## config.mk

```make
export PLATFORM = sky130hd
export DESIGN_NAME = ext_trigger_out_flat
export DESIGN_NICKNAME = d
export VERILOG_FILES = /design/src/rtl/ext_trigger_out_if.sv /design/src/rtl/ext_trigger_out.sv /design/src/flat_wrapper.sv
export SDC_FILE = /design/constraint.sdc
export NUM_CORES = 1
export LEC_CHECK = 0
export BUFFER_PORTS_ARGS = -buffer_cell sky130_fd_sc_hd__buf_2
export CAP_MARGIN = 30
export CORE_ASPECT_RATIO = 1.5
export CORE_MARGIN = 10
export CORE_UTILIZATION = 50
export CTS_CLUSTER_SIZE = 25
export DETAILED_ROUTE_END_ITERATION = 10
export GPL_ROUTABILITY_DRIVEN = 0
export PLACE_DENSITY_LB_ADDON = 0.2
export SLEW_MARGIN = 20
export SYNTH_ARGS = -nofsm -noshare
export SYNTH_HDL_FRONTEND = slang
export SYNTH_SLANG_ARGS = --single-unit
```

## constraint.sdc

```tcl
create_clock -name clock -period 12.9 [get_ports clock]
set_clock_uncertainty 0.1 [all_clocks]
set_input_delay 0.645 -clock clock [delete_from_list [all_inputs] [get_ports clock]]
set_output_delay 0.645 -clock clock [all_outputs]
set_load 0.05 [all_outputs]
```

## src/rtl/ext_trigger_out_if.sv

```systemverilog
// Signal bundle for ext_trigger_out: S-bit ORs, per-output configuration,
// shared trigger controls and the external trigger/counter outputs.
interface ext_trigger_out_if #(
   parameter int unsigned NUM_VFATS   = 24,
   parameter int unsigned NUM_OUTPUTS = 8,
   parameter int unsigned CNT_W       = 16
);
   logic [NUM_VFATS-1:0]         active_vfats_i;
   logic [3*NUM_OUTPUTS-1:0]     sbit_mode_i;
   logic [5*NUM_OUTPUTS-1:0]     sbit_sel_i;
   logic [4*NUM_OUTPUTS-1:0]     stretch_i;
   logic [4:0]                   mult_thresh_i;
   logic [15:0]                  pulse_period_i;
   logic                         cnt_reset_i;
   logic [NUM_OUTPUTS-1:0]       ext_sbits_o;
   logic [CNT_W*NUM_OUTPUTS-1:0] ext_cnt_o;

   modport master (
      output active_vfats_i, sbit_mode_i, sbit_sel_i, stretch_i,
             mult_thresh_i, pulse_period_i, cnt_reset_i,
      input  ext_sbits_o, ext_cnt_o
   );

   modport slave (
      input  active_vfats_i, sbit_mode_i, sbit_sel_i, stretch_i,
             mult_thresh_i, pulse_period_i, cnt_reset_i,
      output ext_sbits_o, ext_cnt_o
   );
endinterface

```

## src/rtl/ext_trigger_out.sv

```systemverilog
// External trigger output block: three-stage S-bit pipeline selecting a raw
// trigger per output, a shared test-pulse generator, and per-output
// non-retriggerable pulse stretchers with saturating accepted-pulse counters.
module ext_trigger_out #(
   parameter int unsigned NUM_VFATS   = 24,
   parameter int unsigned NUM_ETA     = 8,
   parameter int unsigned NUM_SECTORS = 6,
   parameter int unsigned NUM_OUTPUTS = 8,
   parameter int unsigned CNT_W       = 16
) (
   input logic              clock,
   input logic              reset_n_i,
   ext_trigger_out_if.slave bus
);
   localparam int unsigned SECT_W = NUM_VFATS / NUM_SECTORS;

   typedef enum logic {IDLE, HIGH} stretch_t;

   logic [NUM_VFATS-1:0]   ors, ors_d;
   logic [NUM_ETA-1:0]     eta, eta_nx;
   logic [NUM_SECTORS-1:0] sector, sector_nx;
   logic                   mult, mult_nx;
   logic [5:0]             pop;
   logic [31:0]            ors_ext, eta_ext, sector_ext;
   logic [15:0]            tp_cnt;
   logic                   tp_strobe;
   logic [NUM_OUTPUTS-1:0] raw, raw_nx, raw_q, rise;
   logic [2:0]             mode_k;
   logic [4:0]             sel_k;
   stretch_t               state    [NUM_OUTPUTS];
   stretch_t               state_nx [NUM_OUTPUTS];
   logic [3:0]             dn       [NUM_OUTPUTS];
   logic [3:0]             dn_nx    [NUM_OUTPUTS];
   logic [CNT_W-1:0]       cnt      [NUM_OUTPUTS];
   logic [CNT_W-1:0]       cnt_nx   [NUM_OUTPUTS];
   logic [NUM_OUTPUTS-1:0]       sbits_v;
   logic [CNT_W*NUM_OUTPUTS-1:0] cnt_v;

   // Eta/sector reductions and multiplicity of the registered ORs.
   always_comb begin
      eta_nx    = '0;
      sector_nx = '0;
      pop       = '0;
      for (int unsigned i = 0; i < NUM_VFATS; i++) begin
         eta_nx[i % NUM_ETA]   = eta_nx[i % NUM_ETA] | ors[i];
         sector_nx[i / SECT_W] = sector_nx[i / SECT_W] | ors[i];
         pop = pop + 6'(ors[i]);
      end
      mult_nx = (bus.mult_thresh_i != '0) && ({1'b0, bus.mult_thresh_i} <= pop);
   end

   // Zero-extended to 32 so any 5-bit select beyond the real width reads 0.
   assign ors_ext    = 32'(ors_d);
   assign eta_ext    = 32'(eta);
   assign sector_ext = 32'(sector);

   assign tp_strobe = (bus.pulse_period_i != '0) && (tp_cnt == bus.pulse_period_i);

   // Per-output raw trigger source selection.
   always_comb begin
      raw_nx = '0;
      mode_k = '0;
      sel_k  = '0;
      for (int unsigned k = 0; k < NUM_OUTPUTS; k++) begin
         mode_k = bus.sbit_mode_i[3*k +: 3];
         sel_k  = bus.sbit_sel_i[5*k +: 5];
         case (mode_k)
            3'd0:    raw_nx[k] = ors_ext[sel_k];
            3'd1:    raw_nx[k] = eta_ext[sel_k];
            3'd2:    raw_nx[k] = sector_ext[sel_k];
            3'd3:    raw_nx[k] = |ors_d;
            3'd4:    raw_nx[k] = mult;
            3'd5:    raw_nx[k] = tp_strobe;
            3'd6:    raw_nx[k] = 1'b0;
            default: raw_nx[k] = 1'b1;
         endcase
      end
   end

   // Input, derived-signal and raw pipeline stages.
   always_ff @(posedge clock or negedge reset_n_i) begin
      if (!reset_n_i) begin
         ors    <= '0;
         ors_d  <= '0;
         eta    <= '0;
         sector <= '0;
         mult   <= 1'b0;
         raw    <= '0;
         raw_q  <= '0;
      end else begin
         ors    <= bus.active_vfats_i;
         ors_d  <= ors;
         eta    <= eta_nx;
         sector <= sector_nx;
         mult   <= mult_nx;
         raw    <= raw_nx;
         raw_q  <= raw;
      end
   end

   // Free-running test-pulse counter, wrapping after it matches the period.
   always_ff @(posedge clock or negedge reset_n_i) begin
      if (!reset_n_i)
         tp_cnt <= '0;
      else if ((bus.pulse_period_i == '0) || tp_strobe)
         tp_cnt <= '0;
      else
         tp_cnt <= tp_cnt + 16'd1;
   end

   assign rise = raw & ~raw_q;

   // Stretcher next state; edges arriving while HIGH are neither stretched nor counted.
   always_comb begin
      for (int unsigned k = 0; k < NUM_OUTPUTS; k++) begin
         state_nx[k] = state[k];
         dn_nx[k]    = dn[k];
         cnt_nx[k]   = cnt[k];
         case (state[k])
            IDLE: begin
               if (rise[k]) begin
                  state_nx[k] = HIGH;
                  dn_nx[k]    = bus.stretch_i[4*k +: 4];
                  if (cnt[k] != '1)
                     cnt_nx[k] = cnt[k] + CNT_W'(1);
               end
            end
            default: begin
               if (dn[k] == '0)
                  state_nx[k] = IDLE;
               else
                  dn_nx[k] = dn[k] - 4'd1;
            end
         endcase
         if (bus.cnt_reset_i)
            cnt_nx[k] = '0;
      end
   end

   // Stretcher state, down-counter and accepted-pulse counter registers.
   always_ff @(posedge clock or negedge reset_n_i) begin
      if (!reset_n_i) begin
         for (int unsigned k = 0; k < NUM_OUTPUTS; k++) begin
            state[k] <= IDLE;
            dn[k]    <= '0;
            cnt[k]   <= '0;
         end
      end else begin
         for (int unsigned k = 0; k < NUM_OUTPUTS; k++) begin
            state[k] <= state_nx[k];
            dn[k]    <= dn_nx[k];
            cnt[k]   <= cnt_nx[k];
         end
      end
   end

   // Outputs come straight from the stretcher and counter registers.
   always_comb begin
      sbits_v = '0;
      cnt_v   = '0;
      for (int unsigned k = 0; k < NUM_OUTPUTS; k++) begin
         sbits_v[k]              = (state[k] == HIGH);
         cnt_v[CNT_W*k +: CNT_W] = cnt[k];
      end
   end

   assign bus.ext_sbits_o = sbits_v;
   assign bus.ext_cnt_o   = cnt_v;
endmodule

```

## src/flat_wrapper.sv

```systemverilog
// flat-port wrapper written by rule: the top's interface ports become plain ports
module ext_trigger_out_flat 
#(
   parameter int unsigned NUM_VFATS   = 24,
   parameter int unsigned NUM_ETA     = 8,
   parameter int unsigned NUM_SECTORS = 6,
   parameter int unsigned NUM_OUTPUTS = 8,
   parameter int unsigned CNT_W       = 16
)
  (clock, reset_n_i, bus_active_vfats_i, bus_sbit_mode_i, bus_sbit_sel_i, bus_stretch_i, bus_mult_thresh_i, bus_pulse_period_i, bus_cnt_reset_i, bus_ext_sbits_o, bus_ext_cnt_o);
  ext_trigger_out_if #(.NUM_VFATS(NUM_VFATS), .NUM_OUTPUTS(NUM_OUTPUTS), .CNT_W(CNT_W)) bus_i ();
  input logic clock;
  input logic reset_n_i;
  input wire logic [$bits(bus_i.active_vfats_i)-1:0] bus_active_vfats_i;
  input wire logic [$bits(bus_i.sbit_mode_i)-1:0] bus_sbit_mode_i;
  input wire logic [$bits(bus_i.sbit_sel_i)-1:0] bus_sbit_sel_i;
  input wire logic [$bits(bus_i.stretch_i)-1:0] bus_stretch_i;
  input wire logic [$bits(bus_i.mult_thresh_i)-1:0] bus_mult_thresh_i;
  input wire logic [$bits(bus_i.pulse_period_i)-1:0] bus_pulse_period_i;
  input wire logic [$bits(bus_i.cnt_reset_i)-1:0] bus_cnt_reset_i;
  output wire logic [$bits(bus_i.ext_sbits_o)-1:0] bus_ext_sbits_o;
  output wire logic [$bits(bus_i.ext_cnt_o)-1:0] bus_ext_cnt_o;
  assign bus_i.active_vfats_i = bus_active_vfats_i;
  assign bus_i.sbit_mode_i = bus_sbit_mode_i;
  assign bus_i.sbit_sel_i = bus_sbit_sel_i;
  assign bus_i.stretch_i = bus_stretch_i;
  assign bus_i.mult_thresh_i = bus_mult_thresh_i;
  assign bus_i.pulse_period_i = bus_pulse_period_i;
  assign bus_i.cnt_reset_i = bus_cnt_reset_i;
  assign bus_ext_sbits_o = bus_i.ext_sbits_o;
  assign bus_ext_cnt_o = bus_i.ext_cnt_o;
  ext_trigger_out #(.NUM_VFATS(NUM_VFATS), .NUM_ETA(NUM_ETA), .NUM_SECTORS(NUM_SECTORS), .NUM_OUTPUTS(NUM_OUTPUTS), .CNT_W(CNT_W)) u_core (.clock(clock), .reset_n_i(reset_n_i), .bus(bus_i));
endmodule
```

==> metrics.yaml <==
cts:
  numClockSinks: 263
  cts_made_buffers: 28
  clock_latency_ns: 0.55
  clock_path_buffers: 3
  htreeDepth: 1
  cts-root-buf: "clkbuf_16"
  post-cts-setup-buffers: 0
  path_clk_slew_ns: 0.07
  cts_tree: "done"
  holdBufCountCts: 0
  cts_resized: 0
placed_design:
  place_area_sq_um: 17200
  pre_cts_ws_ns: 7.471
  dp_hpwl_um: 32520
  io_buffers: 279
critical_path:
  cp_top_family: "adder cells"
  slowest_delay_ns: 0.53
  cp_common_cell: "fa_1"
  cp-start-kind: "flip-flop"
  reg2reg_from: "u_core.ors[0]"
  crit_path_end_kind: "flip-flop"
  worst-path-buf-inv: 4
  startpoint: "u_core.ors[0]"
  critPathArrivalTime_ns: 5.83
  required_ns: 13.29
  critical_path_class: "flip-flop to flip-flop"
  critical-path-slowest-cell: "fa_1"
  path_cells: "inv_1 -> ha_1 -> inv_1 -> fa_1 -> inv_1 -> fa_1 -> fa_1 -> fa_1 -> inv_1 -> fa_1 -> fa_1 -> fa_1 -> ha_1 -> nor2b_1 -> o21a_1 -> o21ai_0 -> nand2b_1 -> a21oi_1 -> o22a_1"
  cp_max_fo: 4
sta:
  fin_ws_ns: 7.455
  worstMarginPinSlew_ns: 0.8947
  rsz0062_at_grt: "false"
  setup_tns_ns: 0
  clock.fmax_mhz: 183.6
  finalCritPeriodShare: 0.4221
  max-slew-margin-rel: 0.4035
  final_hold_viol_count: 0
  finalSetupViolCount: 0
  drv_slew: 0
  fin_crit_ns: 5.445
  hold_slack_ns: 0.01217
logic_synthesis:
  synth_compound_area_frac: 0.08147
  syn_nets: 1695
  synthesis.area_sq_um: 15480
  yosys_warnings: 0
  syn_inst: 1496
  avgSynthCellArea_sq_um: 10.35
  synth_xor_area_frac: 0.07751
  synth.area.mux_share: 0.1301
  ys_ff_latch: 263
  synth.area.top_cells: "dfrtp_1 43%, mux4_2 9.6%, xor2_1 5.1%"
  synth.most_common_cell: "dfrtp_1"
  ys_seq_area_frac: 0.4252
  synth_edf_count: 0
  synth_largest_area_cell: "dfrtp_1"
  ys_async_sr_fraction: 1.000
  synth_top_cells_by_count: "263 x dfrtp_1, 164 x nor2_1, 106 x nand2_1"
  synth_top_family_by_area: "simple AND/OR/NAND/NOR gates"
  synth_adder_area_share: 0.05270
  synth_top_area_frac: 0.4252
  ys.flop_type: "dfrtp_1"
  synth_cell_types: 61
  synth-simple-area-share: 0.2013
floorplanning:
  die_area_sq_um: 38540
  core.rowCount: 78
  die_h_um: 235.5
  ios: 280
  core_area_sq_um: 30450
  start_util: 0.5084
  die_x_um: 163.7
pwr:
  peakVddDrop_mv: 0.2258
  pwr_density_cell_nw_per_um2: 148.9
  p_leak_nw: 8.325
  power.total_w: 0.002736
global_route:
  grt_max_degree: 119
  antenna_found_initial: 19
  grt.overflow.total: 0
  grt_pass1_wl_um: 69200
  grt_pass1_vias: 13168
  track_usage: 0.2202
routing:
  first_iter_violations: 1097
  wire_per_inst_um: 19.75
  vias: 12882
  viasPerCell: 5.866
  drc: 0
  wl_um: 43380
  antenna_left: 0
  drt_first_pass_iters: 6
worst_hold_path:
  hp-class: "primary input to asynchronous set/reset pin"
finish:
  final_area_sq_um: 18370
  drive_gt1_frac: 0.2353
  areaGrowthSynthToFinish_pct: 18.68
  nets: 1958
flow_run:
  max_cap_violations: 0
outcome:
  status: "finished, final reports clean"
## metal layers
layer,global-route usage,vias to the layer above,share of wire,wire length [um]
met5,0,-,0.0017,72
met1,0.2465,6226,0.36,15480
li1,-,5963,-,-
met4,0.1110,12,0.047,2043
met2,0.3830,528,0.52,22400
met3,0.04774,153,0.078,3382
## final timing paths
| kind | slack [ns] | depth (start not counted) | to |
|---|---|---|---|
| worst max-delay path | 7.45 | 19 | u_core.mult |
| worst min-delay path | 0.01 | 1 | u_core.bus.ext_cnt_o[81] |
| worst max register to register | 7.45 | 19 | u_core.mult |
| worst min register to register | 0.27 | 0 | u_core.raw_q[1] |
| max in group asynchronous | 11.19 | 4 | u_core.bus.ext_sbits_o[1] |
| min in group clock | 0.10 | 1 | u_core.ors[0] |
## report_power, final
part           internal [W]  switching, W  leakage [nW]
clock              0.000572      0.000346         0.509
sequential         0.000924      0.000137          3.35
combinational      0.000338      0.000419          4.47
## worst register-to-register path, delay by kind of cell, from the launching register on
| kind | cells | cell delay (ns) |
|---|---|---|
| adder cells (fa/ha/maj) | 9 | 3.86 |
| AO/OA/AOI/OAI | 4 | 0.60 |
| flip-flops | 1 | 0.38 |
| buffers and inverters | 4 | 0.21 |
| AND/OR/NAND/NOR | 2 | 0.21 |
## layout by cell type, fill, tap and decap left out, types with 8 or more instances in the layout
| master | instances |
|---|---|
| and4_1 | 15 |
| inv_1 | 75 |
| mux4_2 | 66 |
| or4_1 | 11 |
| buf_2 | 277 |
| a21oi_1 | 43 |
| nor2_1 | 164 |
| xnor2_1 | 47 |
| nor3_1 | 38 |
| nor2b_1 | 17 |
| nand2_1 | 106 |
| and3_1 | 28 |
| nor3b_1 | 11 |
| nor4_1 | 19 |
| or3_1 | 29 |
| a211oi_1 | 13 |
| a31oi_1 | 8 |
| ha_1 | 38 |
| dfrtp_1 | 263 |
| nand3b_1 | 8 |
| nand4_1 | 40 |
| o211ai_1 | 21 |
| nand3_1 | 64 |
| xor2_1 | 90 |
| clkbuf_16 | 29 |
| diode_2 | 15 |
| mux2i_1 | 46 |
| o21ai_0 | 63 |
| fa_1 | 17 |
| a311oi_1 | 9 |
| nand2b_1 | 13 |
## sequential cells by signal, summed over array words and instances, names as in the netlist, 16 cells and up
signal	count
u_core.tp_cnt	16
u_core.dn	32
u_core.bus.ext_cnt_o	128
u_core.ors_d	24
u_core.ors	24
## cells by family (layout without fill, tap and decap cells)
group	count (synthesis)	count (layout)
muxes	118	118
DFF	263	263
other	0	15
buffers and inverters	126	411
AOI/OAI and AO/OA	197	197
adders and majority gates	55	55
and+or+nand+nor	600	600
xor gates and xnor gates	137	137
## stage by stage
step,utilization,std cells
after floorplan,-,1496
after global placement,0.5650,2127
after detailed placement,0.5650,2127
after CTS,0.6003,2179
after global routing,0.6032,2194
final,0.6033,2196
## cell type report
type,instances,area (sq um)
Tap cell,400,500.5
Multi-Input combinational cell,1107,8408
Antenna cell,15,37.54
Fill cell,2606,12080
Sequential cell,263,6581
Clock buffer,34,774.5
Clock inverter,18,301.5
Timing Repair Buffer,284,1486
Inverter,75,281.5
Power figures use the tool's default switching activity.
